File: src/rtl/ex_mem_wb_pipe.sv
// EX/MEM and MEM/WB pipeline registers with the data-memory req/ready sequencer between them.
// Optional stall-cycle counter is built when STALL_COUNT_EN is defined.
module ex_mem_wb_pipe #(
    parameter int DATA_W = 32,
    parameter int REG_W  = 5
) (
    input  logic              clk,
    input  logic              reset,
    input  logic              ex_valid,
    input  logic              ex_regWrite,
    input  logic              ex_memRead,
    input  logic              ex_memWrite,
    input  logic [REG_W-1:0]  ex_rd,
    input  logic [REG_W-1:0]  ex_rt,
    input  logic [DATA_W-1:0] ex_alu_result,
    input  logic [DATA_W-1:0] ex_store_data,
    input  logic              flush,
    input  logic              dmem_ready,
    input  logic [DATA_W-1:0] dmem_rdata,
    output logic              dmem_req,
    output logic              dmem_we,
    output logic [DATA_W-1:0] dmem_addr,
    output logic [DATA_W-1:0] dmem_wdata,
    output logic              stall_out,
    output logic              EX_MEM_regWrite,
    output logic [REG_W-1:0]  EX_MEM_rd,
    output logic [DATA_W-1:0] EX_MEM_alu_result,
    output logic              MEM_WB_regWrite,
    output logic [REG_W-1:0]  MEM_WB_rd,
    output logic [REG_W-1:0]  MEM_WB_rt,
    output logic [DATA_W-1:0] MEM_WB_wdata,
    output logic [31:0]       stall_cycles
);

    typedef enum logic {
        S_IDLE = 1'b0,
        S_WAIT = 1'b1
    } state_t;

    state_t              state;
    logic                mem_valid;
    logic                mem_read;
    logic                mem_write;
    logic [REG_W-1:0]    mem_rt;
    logic [DATA_W-1:0]   mem_store_data;

    assign dmem_req   = mem_valid && (mem_read || mem_write) &&
                        (state == S_IDLE || state == S_WAIT);
    assign stall_out  = dmem_req && !dmem_ready;
    assign dmem_we    = mem_write;
    assign dmem_addr  = EX_MEM_alu_result;
    assign dmem_wdata = mem_store_data;

    // A load's rd is zeroed because its data only exists after MEM, so forwarding must never pick it.
    always_ff @(posedge clk or posedge reset) begin
        if (reset) begin
            mem_valid         <= 1'b0;
            EX_MEM_regWrite   <= 1'b0;
            mem_read          <= 1'b0;
            mem_write         <= 1'b0;
            EX_MEM_rd         <= '0;
            mem_rt            <= '0;
            EX_MEM_alu_result <= '0;
            mem_store_data    <= '0;
        end else if (!stall_out) begin
            if (flush || !ex_valid) begin
                mem_valid         <= 1'b0;
                EX_MEM_regWrite   <= 1'b0;
                mem_read          <= 1'b0;
                mem_write         <= 1'b0;
                EX_MEM_rd         <= '0;
                mem_rt            <= '0;
                EX_MEM_alu_result <= '0;
                mem_store_data    <= '0;
            end else begin
                mem_valid         <= 1'b1;
                EX_MEM_regWrite   <= ex_regWrite;
                mem_read          <= ex_memRead;
                mem_write         <= ex_memWrite;
                EX_MEM_rd         <= ex_memRead ? '0 : ex_rd;
                mem_rt            <= ex_rt;
                EX_MEM_alu_result <= ex_alu_result;
                mem_store_data    <= ex_store_data;
            end
        end
    end

    always_ff @(posedge clk or posedge reset) begin
        if (reset) begin
            state <= S_IDLE;
        end else begin
            case (state)
                S_IDLE:  if (dmem_req && !dmem_ready) state <= S_WAIT;
                S_WAIT:  if (!dmem_req || dmem_ready) state <= S_IDLE;
                default: state <= S_IDLE;
            endcase
        end
    end

    // wdata is left untouched on bubbles; regWrite=0 already makes it irrelevant downstream.
    always_ff @(posedge clk or posedge reset) begin
        if (reset) begin
            MEM_WB_regWrite <= 1'b0;
            MEM_WB_rd       <= '0;
            MEM_WB_rt       <= '0;
            MEM_WB_wdata    <= '0;
        end else if (stall_out || !mem_valid || (mem_write && !mem_read)) begin
            MEM_WB_regWrite <= 1'b0;
            MEM_WB_rd       <= '0;
            MEM_WB_rt       <= '0;
        end else if (mem_read) begin
            MEM_WB_regWrite <= 1'b1;
            MEM_WB_rd       <= '0;
            MEM_WB_rt       <= mem_rt;
            MEM_WB_wdata    <= dmem_rdata;
        end else begin
            MEM_WB_regWrite <= EX_MEM_regWrite;
            MEM_WB_rd       <= EX_MEM_rd;
            MEM_WB_rt       <= '0;
            MEM_WB_wdata    <= EX_MEM_alu_result;
        end
    end

`ifdef STALL_COUNT_EN
    logic [31:0] stall_count;

    always_ff @(posedge clk or posedge reset) begin
        if (reset) begin
            stall_count <= '0;
        end else if (stall_out && stall_count != 32'hFFFF_FFFF) begin
            stall_count <= stall_count + 32'd1;
        end
    end

    assign stall_cycles = stall_count;
`else
    assign stall_cycles = '0;
`endif

endmodule

File: config.mk
export PLATFORM = sky130hd
export DESIGN_NAME = ex_mem_wb_pipe
export DESIGN_NICKNAME = d
export VERILOG_FILES = /design/src/rtl/ex_mem_wb_pipe.sv
export SDC_FILE = /design/constraint.sdc
export NUM_CORES = 1
export LEC_CHECK = 0
export CAP_MARGIN = 20
export CORE_MARGIN = 1.5
export CORE_UTILIZATION = 36
export CTS_CLUSTER_SIZE = 24
export DETAILED_ROUTE_END_ITERATION = 10
export GPL_ROUTABILITY_DRIVEN = 1
export HOLD_SLACK_MARGIN = 0.05
export PLACE_DENSITY = 0.88
export SYNTH_ARGS = -nofsm -noshare
export SYNTH_HDL_FRONTEND = slang
export SYNTH_SLANG_ARGS = --single-unit
export TNS_END_PERCENT = 10
File: constraint.sdc
create_clock -name clk -period 3.6 [get_ports clk]
set_clock_uncertainty 0.2 [all_clocks]
set_input_delay 0.36 -clock clk [delete_from_list [all_inputs] [get_ports clk]]
set_output_delay 0.36 -clock clk [all_outputs]
set_load 0.01 [all_outputs]
# Word-level counts from Yosys, hierarchy flattened
# Cells that the tools add are included.
dict set report totals {
  output_inout_bits 180
  word_cells 39
  ff_bits 121
  in_bits 114
}
dict set report op_classes {
  n_reduce_logical 11
  mux 16
}
# operator count
set op_table {}
lappend op_table {{32-bit two-way mux} 3}
lappend op_table {{5-bit two-way mux} 7}
lappend op_table {{1-bit two-way mux} 6}
lappend op_table {{1-bit logical NOT} 4}
lappend op_table {{1-bit logical OR} 4}
lappend op_table {{1-bit logical AND} 3}

# Longest topological paths before layout
# Gate-level depths: netlist of run 1.
dict set report depth {
  word_depth 6
  ltp_mapped 5
  ltp_nobuf 3
}

# Worst setup path after synthesis of run 1
# OpenSTA, ideal clock, no wires.
dict set report synth_path {
  path_type {reg2reg}
  from {register mem_write (netlist: dmem_we)}
  to {register MEM_WB_wdata[14]}
  required_ns 3.275
  arrival_ns 1.509
  path_buffers 2
  period_less_slack_ns 1.834
  setup_time_ns 0.125
  stages_incl_launch_ff 6
  slack_ns 1.766
  path_cell_list {dfrtp_1 > or2_1 > buf_6 > a21boi_4 > buf_6 > mux2_2}
}
dict set report synth_via {
  elab_chain_cells 5
  elab_cells_between_ends 6
  classes_between {reduce/logical: 6}
}
# item line
set synth_rtl {}
lappend synth_rtl {{start, declared} 43} ;# logic mem_write;
lappend synth_rtl {{start signal, assigned} 79} ;# mem_write <= ex_memWrite;
lappend synth_rtl {{1-bit logical OR} 47} ;# assign dmem_req = mem_valid && (mem_read || mem_write) &&
lappend synth_rtl {{1-bit logical AND} 47}
lappend synth_rtl {{1-bit logical AND} -}
lappend synth_rtl {{1-bit logical OR} 107} ;# end else if (stall_out || !mem_valid || (mem_write && !mem_read)) begin
lappend synth_rtl {{1-bit logical OR (*)} 107}
lappend synth_rtl {{end signal, assigned} 115} ;# MEM_WB_wdata <= dmem_rdata;
lappend synth_rtl {{end signal, assigned} 120} ;# MEM_WB_wdata <= EX_MEM_alu_result;
lappend synth_rtl {{end, declared} 31} ;# output logic [DATA_W-1:0] MEM_WB_wdata,
# Every way passes the cells marked *; elsewhere a longest branch is shown, timed or not.
# A chain may end at the register's enable or synchronous reset.

# Final worst setup path of run 1
dict set report layout_path {
  from {register mem_write (netlist: dmem_we)}
  to {output port dmem_req}
}
dict set report layout_via {
  elab_chain_cells 2
}
# item line
set layout_rtl {}
lappend layout_rtl {{1-bit logical OR} 47}
lappend layout_rtl {{1-bit logical AND} 47}
lappend layout_rtl {{end, declared} 20} ;# output logic dmem_req,
# No other way between the ends.

==> results of run 1 <==
metrics by stage:
stage | util | total power, W | instances | hold WS, ns | setup WS [ns]
floorplan | - | 0.00186 | 563 | 0.253 | 1.56
global placement | 0.529 | 0.00221 | 942 | 0.259 | 1.03
detailed placement | 0.529 | 0.00223 | 942 | 0.266 | 1.04
CTS | 0.568 | 0.00395 | 972 | 0.227 | 0.842
global route | 0.568 | 0.00408 | 972 | 0.249 | 0.753
finish | 0.568 | 0.00390 | 972 | 0.223 | 0.888
sequential cells by signal, summed over array words and instances (netlist names):
name,count
EX_MEM_alu_result,32
MEM_WB_wdata,32
mem_valid,1
MEM_WB_rt,5
dmem_wdata,32
dmem_we,1
MEM_WB_rd,5
MEM_WB_regWrite,1
EX_MEM_regWrite,1
mem_rt,5
EX_MEM_rd,5
mem_read,1
cell families after synthesis:
kind of cell,after synthesis
other cells,1
flops,121
simple gates,161
mux,64
buf+inv,105
compound gates,80
power by group:
part,leakage (nW),internal (W),switching [W]
Sequential,1.63,0.00146,0.0000652
Clock,0.288,0.00113,0.000573
Combinational,1.79,0.000396,0.000276
Total,3.70,0.00299,0.000914
layout make-up:
type | instances | area share
inverters | 2 | 0.00130
clock buffers | 22 | 0.0547
well taps | 211 | 0.0305
clock inverters | 8 | 0.0139
multi-input cells | 337 | 0.237
repair buffers | 271 | 0.313
flip-flops and latches | 121 | 0.349
worst register-to-register path, stage by stage (launching register included):
cell and delay (ns):
dfrtp_1 0.42, or2_2 0.33, buf_4 0.27, a21boi_4 0.26, buf_4 0.39, mux2_2 0.42
layout by cell type (no fill, tap or decap), types with 3 or more instances in the layout:
cell / Yosys / routed
mux2_2: 63 / 63
buf_4: 65 / 8
a22o_1: 5 / 5
clkinvlp_4: 0 / 3
clkbuf_8: 0 / 3
conb_1: 1 / 32
o21ai_0: 69 / 69
bufinv_16: 0 / 3
dfrtp_1: 121 / 120
clkbuf_16: 0 / 17
and2_1: 6 / 6
clkinv_2: 0 / 3
nand2_1: 73 / 73
and3_1: 6 / 6
nand3_1: 70 / 70
clkdlybuf4s50_1: 0 / 261
cells in the mapped netlist (all sizes together) (2+ instances only):
master | count | share of area
a22o | 5 | 0.0078
mux2 | 64 | 0.13
nand3 | 70 | 0.062
inv | 2 | 0.0013
and3 | 6 | 0.0066
o21ai | 70 | 0.062
nand2 | 73 | 0.049
a32o | 2 | 0.0035
or2 | 2 | 0.0022
buf | 82 | 0.11
clkbuf | 21 | 0.014
and2 | 7 | 0.0082
dfrtp | 121 | 0.54
layer usage:
metal | global-route usage | up-vias
met1 | 0.226 | 2190
met2 | 0.343 | 207
met3 | 0.0689 | 19
met4 | 0.0694 | 0
met5 | 0 | -
li1 | - | 2153
path summary, 6_finish.rpt:
path | startpoint | endpoint | cells after the start
hold reg to reg | mem_rt[4] | MEM_WB_rt[4] | 1
setup reg to reg | dmem_we | MEM_WB_wdata[12] | 5
setup / recovery | dmem_we | dmem_req | 4
min in group clk | mem_rt[4] | MEM_WB_rt[4] | 1
max in group asynchronous | reset | dmem_wdata[30] | 3
hold / removal | reset | MEM_WB_wdata[22] | 3
==> results.sh, run 1 <==
export IMPL_wl_met3_um=1360
export IMPL_ys_types=27
export IMPL_crit_arrival_ns=2.15
export IMPL_synth_edff_count=0
export IMPL_synth_fa_ha_area_frac=0
export IMPL_overflow=0
export IMPL_row_count=45
export IMPL_max_slew_worst_pin_slew_ns=0.807
export IMPL_leakagePower_nw=3.70
export IMPL_clock_fmax_mhz=369
export IMPL_hold_buffers=0
export IMPL_route_vias_total=4569
export IMPL_drt_initial_drc_count=173
export IMPL_fin_crit_ns=2.71
export IMPL_required_ns=3.04
export IMPL_cts_repair_resized=0
export IMPL_clockBufferDepth=2
export IMPL_avgRoutedWirePerCell_um=16.0
export IMPL_grt_pass1_wl_um=25000
export IMPL_dp_hpwl_um=10900
export IMPL_ir_drop_uv=275
export IMPL_cts_inserted_buffers=17
export IMPL_synthMuxAreaShare=0.128
export IMPL_async_flop_share=1.00
export IMPL_clkLatencyLatePin_ns=0.40
export IMPL_r2r_setup_slack_ns=1.18
export IMPL_cp_start_kind="flop"
export IMPL_postCtsSetupRepairBufs=0
export IMPL_routabilityCongestion=0.757
export IMPL_core_area_um2=15300
export IMPL_synth_xor_area_frac=0
export IMPL_dieHeight_um=128
export IMPL_multiInputGateArea_um2=2060
export IMPL_routed_top_layer="met4"
export IMPL_cts_tree="built"
export IMPL_stdcell_area_um2=8670
export IMPL_tns_ns=0
export IMPL_post_route_period_util=0.753
export IMPL_synth_compound_area_frac=0.0831
export IMPL_critPathSlowestCell="clkdlybuf4s50_1"
export IMPL_firstDrtPassIters=4
export IMPL_rsz0062_at_grt="false"
export IMPL_h_tree_depth=4
export IMPL_ant_nets=0
export IMPL_viasPerCell=4.70
export IMPL_drc=0
export IMPL_antenna_found_initial=0
export IMPL_wl_met1_um=6120
export IMPL_met2WireLength_um=7770
export IMPL_synth_ff_type="dfrtp_1"
export IMPL_status="completed"
export IMPL_syn_avg_cell_area_um2=10.6
export IMPL_slew_violations=0
export IMPL_io_buffers=261
export IMPL_ys_ff_latch=121
export IMPL_path_cells="or2_2 -> buf_4 -> and2_1 -> clkdlybuf4s50_1"
export IMPL_powerDensity_nw_per_um2=450
export IMPL_totalWireLength_um=15500
export IMPL_initial_core_util=0.370
export IMPL_numClockSinks=121
export IMPL_max_slew_margin=0.462
export IMPL_placed_area_um2=8070
export IMPL_grt_pass1_vias=4736
export IMPL_layout_nets=864
export IMPL_syn_to_final_growth_pct=53.5
export IMPL_pin_count=294
export IMPL_n_fill_cell=1263
export IMPL_post_synth_inst_count=532
export IMPL_grt_total_usage=0.197
export IMPL_synth_top_family_by_area="simple AND/OR/NAND/NOR gates"
export IMPL_seq_area_um2=3030
export IMPL_drive_gt1_frac=0.146
export IMPL_dieWidth_um=128
export IMPL_cts_root_buffer="clkbuf_16"
export IMPL_crit_type="flop to output pin"
export IMPL_hold_violations=0
export IMPL_ys_seq_area_frac=0.536
export IMPL_synth_area_um2=5650
export IMPL_synth_warnings=0
export IMPL_path_buf_inv=2
export IMPL_clk_pin_slew_ns=0.05
export IMPL_min_path_type="input port to async pin"
export IMPL_antenna_cells=0
export IMPL_grt_max_degree=76
export IMPL_path_delay_family="buffers and inverters"
export IMPL_critPathMaxFanout=40
export IMPL_end_kind="output pin"
export IMPL_setup_viol=0
export IMPL_die_area_um2=16400
export IMPL_slowest_delay_ns=0.48
export IMPL_synth_simple_area_share=0.131
export IMPL_cap_violations=0
Note: power is estimated with default switching activity, not from simulation.
==> run 2, diff against run 1 <==
Settings changed: CORE_UTILIZATION 36 to 40, PLACE_DENSITY 0.88 to 0.92.
Clock period 3.6 ns to 2.5 ns, I/O delays scaled along.
==> run 2 against run 1 <==
Net effect: critical path depth fell by 1; sequential cell count stayed put; core utilization grew 6.6 points; routed wire length grew 2.7%; largest cell class unchanged; largest power group unchanged; highest routed layer unchanged.
==> results.sh, run 2 (synthesis gave the netlist of run 1 again) <==
export IMPL_status="completed"
export IMPL_required_ns=2.05
export IMPL_hold_violations=0
export IMPL_power_w=0.00589
export IMPL_io_buffers=261
export IMPL_ant_nets=0
export IMPL_die_area_um2=14800
export IMPL_avgRoutedWirePerCell_um=16.9
export IMPL_slew_violations=0
export IMPL_cp_start_kind="flop"
export IMPL_grt_pass1_vias=4617
export IMPL_layout_setup_ws_ns=0.165
export IMPL_ir_drop_uv=448
export IMPL_rsz0062_at_grt="false"
export IMPL_crit_type="flop to output pin"
export IMPL_powerDensity_nw_per_um2=672
export IMPL_drt_initial_drc_count=236
export IMPL_clkLatencyLatePin_ns=0.41
export IMPL_row_count=43
export IMPL_clockBufferDepth=2
export IMPL_reg2reg_from="mem_read"
export IMPL_crit_arrival_ns=1.88
export IMPL_hold_start="ex_alu_result[23]"
export IMPL_pin_count=294
export IMPL_cap_violations=0
export IMPL_seq_area_um2=3030
export IMPL_dieHeight_um=122
export IMPL_tns_ns=0
export IMPL_antenna_cells=0
export IMPL_post_route_period_util=0.934
export IMPL_syn_to_final_growth_pct=55.2
export IMPL_layout_common_cells="261 x clkdlybuf4s50_1, 120 x dfrtp_1, 73 x nand2_1"
export IMPL_h_tree_depth=4
export IMPL_fin_crit_ns=2.33
export IMPL_slowest_delay_ns=0.57
export IMPL_holdPathStages=3
export IMPL_met1_usage=0.256
export IMPL_multiInputGateArea_um2=2070
export IMPL_n_fill_cell=1089
export IMPL_max_slew_worst_pin_slew_ns=0.542
export IMPL_totalWireLength_um=16000
export IMPL_leakagePower_nw=3.76
export IMPL_path_cells="and2b_2 -> and2_4 -> clkdlybuf4s50_1"
export IMPL_grt_pass1_wl_um=24600
export IMPL_r2r_setup_slack_ns=0.33
export IMPL_rr_endpoint="MEM_WB_wdata[0]"
export IMPL_r2r_cells=5
export IMPL_dieWidth_um=122
export IMPL_grtUsageMet2=0.380
export IMPL_layout_commonest_cell="clkdlybuf4s50_1"
export IMPL_max_slew_margin=0.638
export IMPL_grt_total_usage=0.221
export IMPL_viasPerCell=4.95
export IMPL_hold_end="EX_MEM_alu_result[23]"
export IMPL_firstDrtPassIters=6
export IMPL_routabilityCongestion=0.744
export IMPL_clk_pin_slew_ns=0.06
export IMPL_cts_root_buffer="clkbuf_16"
export IMPL_drc=0
export IMPL_overflow=0
export IMPL_critPathSlowestCell="clkdlybuf4s50_1"
export IMPL_drive_gt1_frac=0.151
export IMPL_critPathMaxFanout=10
export IMPL_stdcell_area_um2=8760
export IMPL_cts_inserted_buffers=17
export IMPL_route_vias_total=4682
export IMPL_initial_core_util=0.408
export IMPL_place_ws_ns=0.291
export IMPL_dp_hpwl_um=10600
export IMPL_core_area_um2=13800
export IMPL_antenna_found_initial=0
export IMPL_cts_tree="built"
export IMPL_busiest_layer="met2"
export IMPL_placed_area_um2=8080
export IMPL_path_delay_family="buffers and inverters"
export IMPL_min_path_type="input port to flop"
export IMPL_path_buf_inv=1
export IMPL_clock_fmax_mhz=428
export IMPL_numClockSinks=121
export IMPL_grt_max_degree=77
export IMPL_grt_util_met3=0.0712
export IMPL_end_kind="output pin"
export IMPL_setup_viol=0
export IMPL_layout_nets=867
==> run 2: how the worst max path moves through the flow <==
stage                     startpoint                   end  slack (ns)  depth (start not counted)
after floorplan                reset  EX_MEM_alu_result[0]        0.57                          1
after global placement    dmem_ready             stall_out        0.33                          4
after detailed placement     dmem_we             stall_out        0.29                          3
after CTS                    dmem_we             stall_out        0.05                          3
after global routing       mem_valid             stall_out        0.08                          3
final                      mem_valid             stall_out        0.17                          3
==> run 2: worst min-delay path, stage by stage <==
cell             delay (ns)
clkdlybuf4s50_1        0.39
nand2_1                0.05
o21ai_0                0.06
==> run 2: stage by stage <==
| step | instances | hold WS, ns | utilization |
|---|---|---|---|
| floorplan | 563 | 0.177 | - |
| global placement | 910 | 0.262 | 0.584 |
| detailed placement | 910 | 0.274 | 0.584 |
| CTS | 945 | 0.168 | 0.633 |
| global route | 946 | 0.173 | 0.634 |
| finish | 946 | 0.183 | 0.634 |
==> run 2: timing repair <==
item / 4_1_cts / 5_1_grt
buffers inserted: 0 / 1
setup endpoints to repair: 2 / 1
hold buffers: 1 / 0
endpoints found under the hold margin: 3 / 0
gates cloned: 2 / 0
pin swaps: 1 / 1
gates resized for setup: 0 / 0
==> run 2: final cells by class <==
type	count	share of cell area
clock inverter	12	0.0223
inverter	2	0.00129
clock buffer	20	0.0521
multi-input combinational	339	0.236
sequential	121	0.346
timing repair buffer	272	0.316
tap	180	0.0257
==> run 2: per-layer routing <==
| layer | routed length, um | up-vias |
|---|---|---|
| met5 | 0 | - |
| met1 | 6240 | 2263 |
| met4 | 256 | 0 |
| li1 | - | 2164 |
| met3 | 1370 | 24 |
| met2 | 8100 | 231 |
==> run 2: where the power goes <==
group	internal, W	leakage [nW]	switching [W]
combinational	0.000583	1.82	0.000408
sequential	0.00210	1.63	0.000100
clock	0.00182	0.320	0.000876
==> run 3, diff against run 2 <==
Settings changed: SLEW_MARGIN from default to 20.
==> results of run 3 <==
Same layout as run 2: the final DEF is identical, and so are final timing and power.
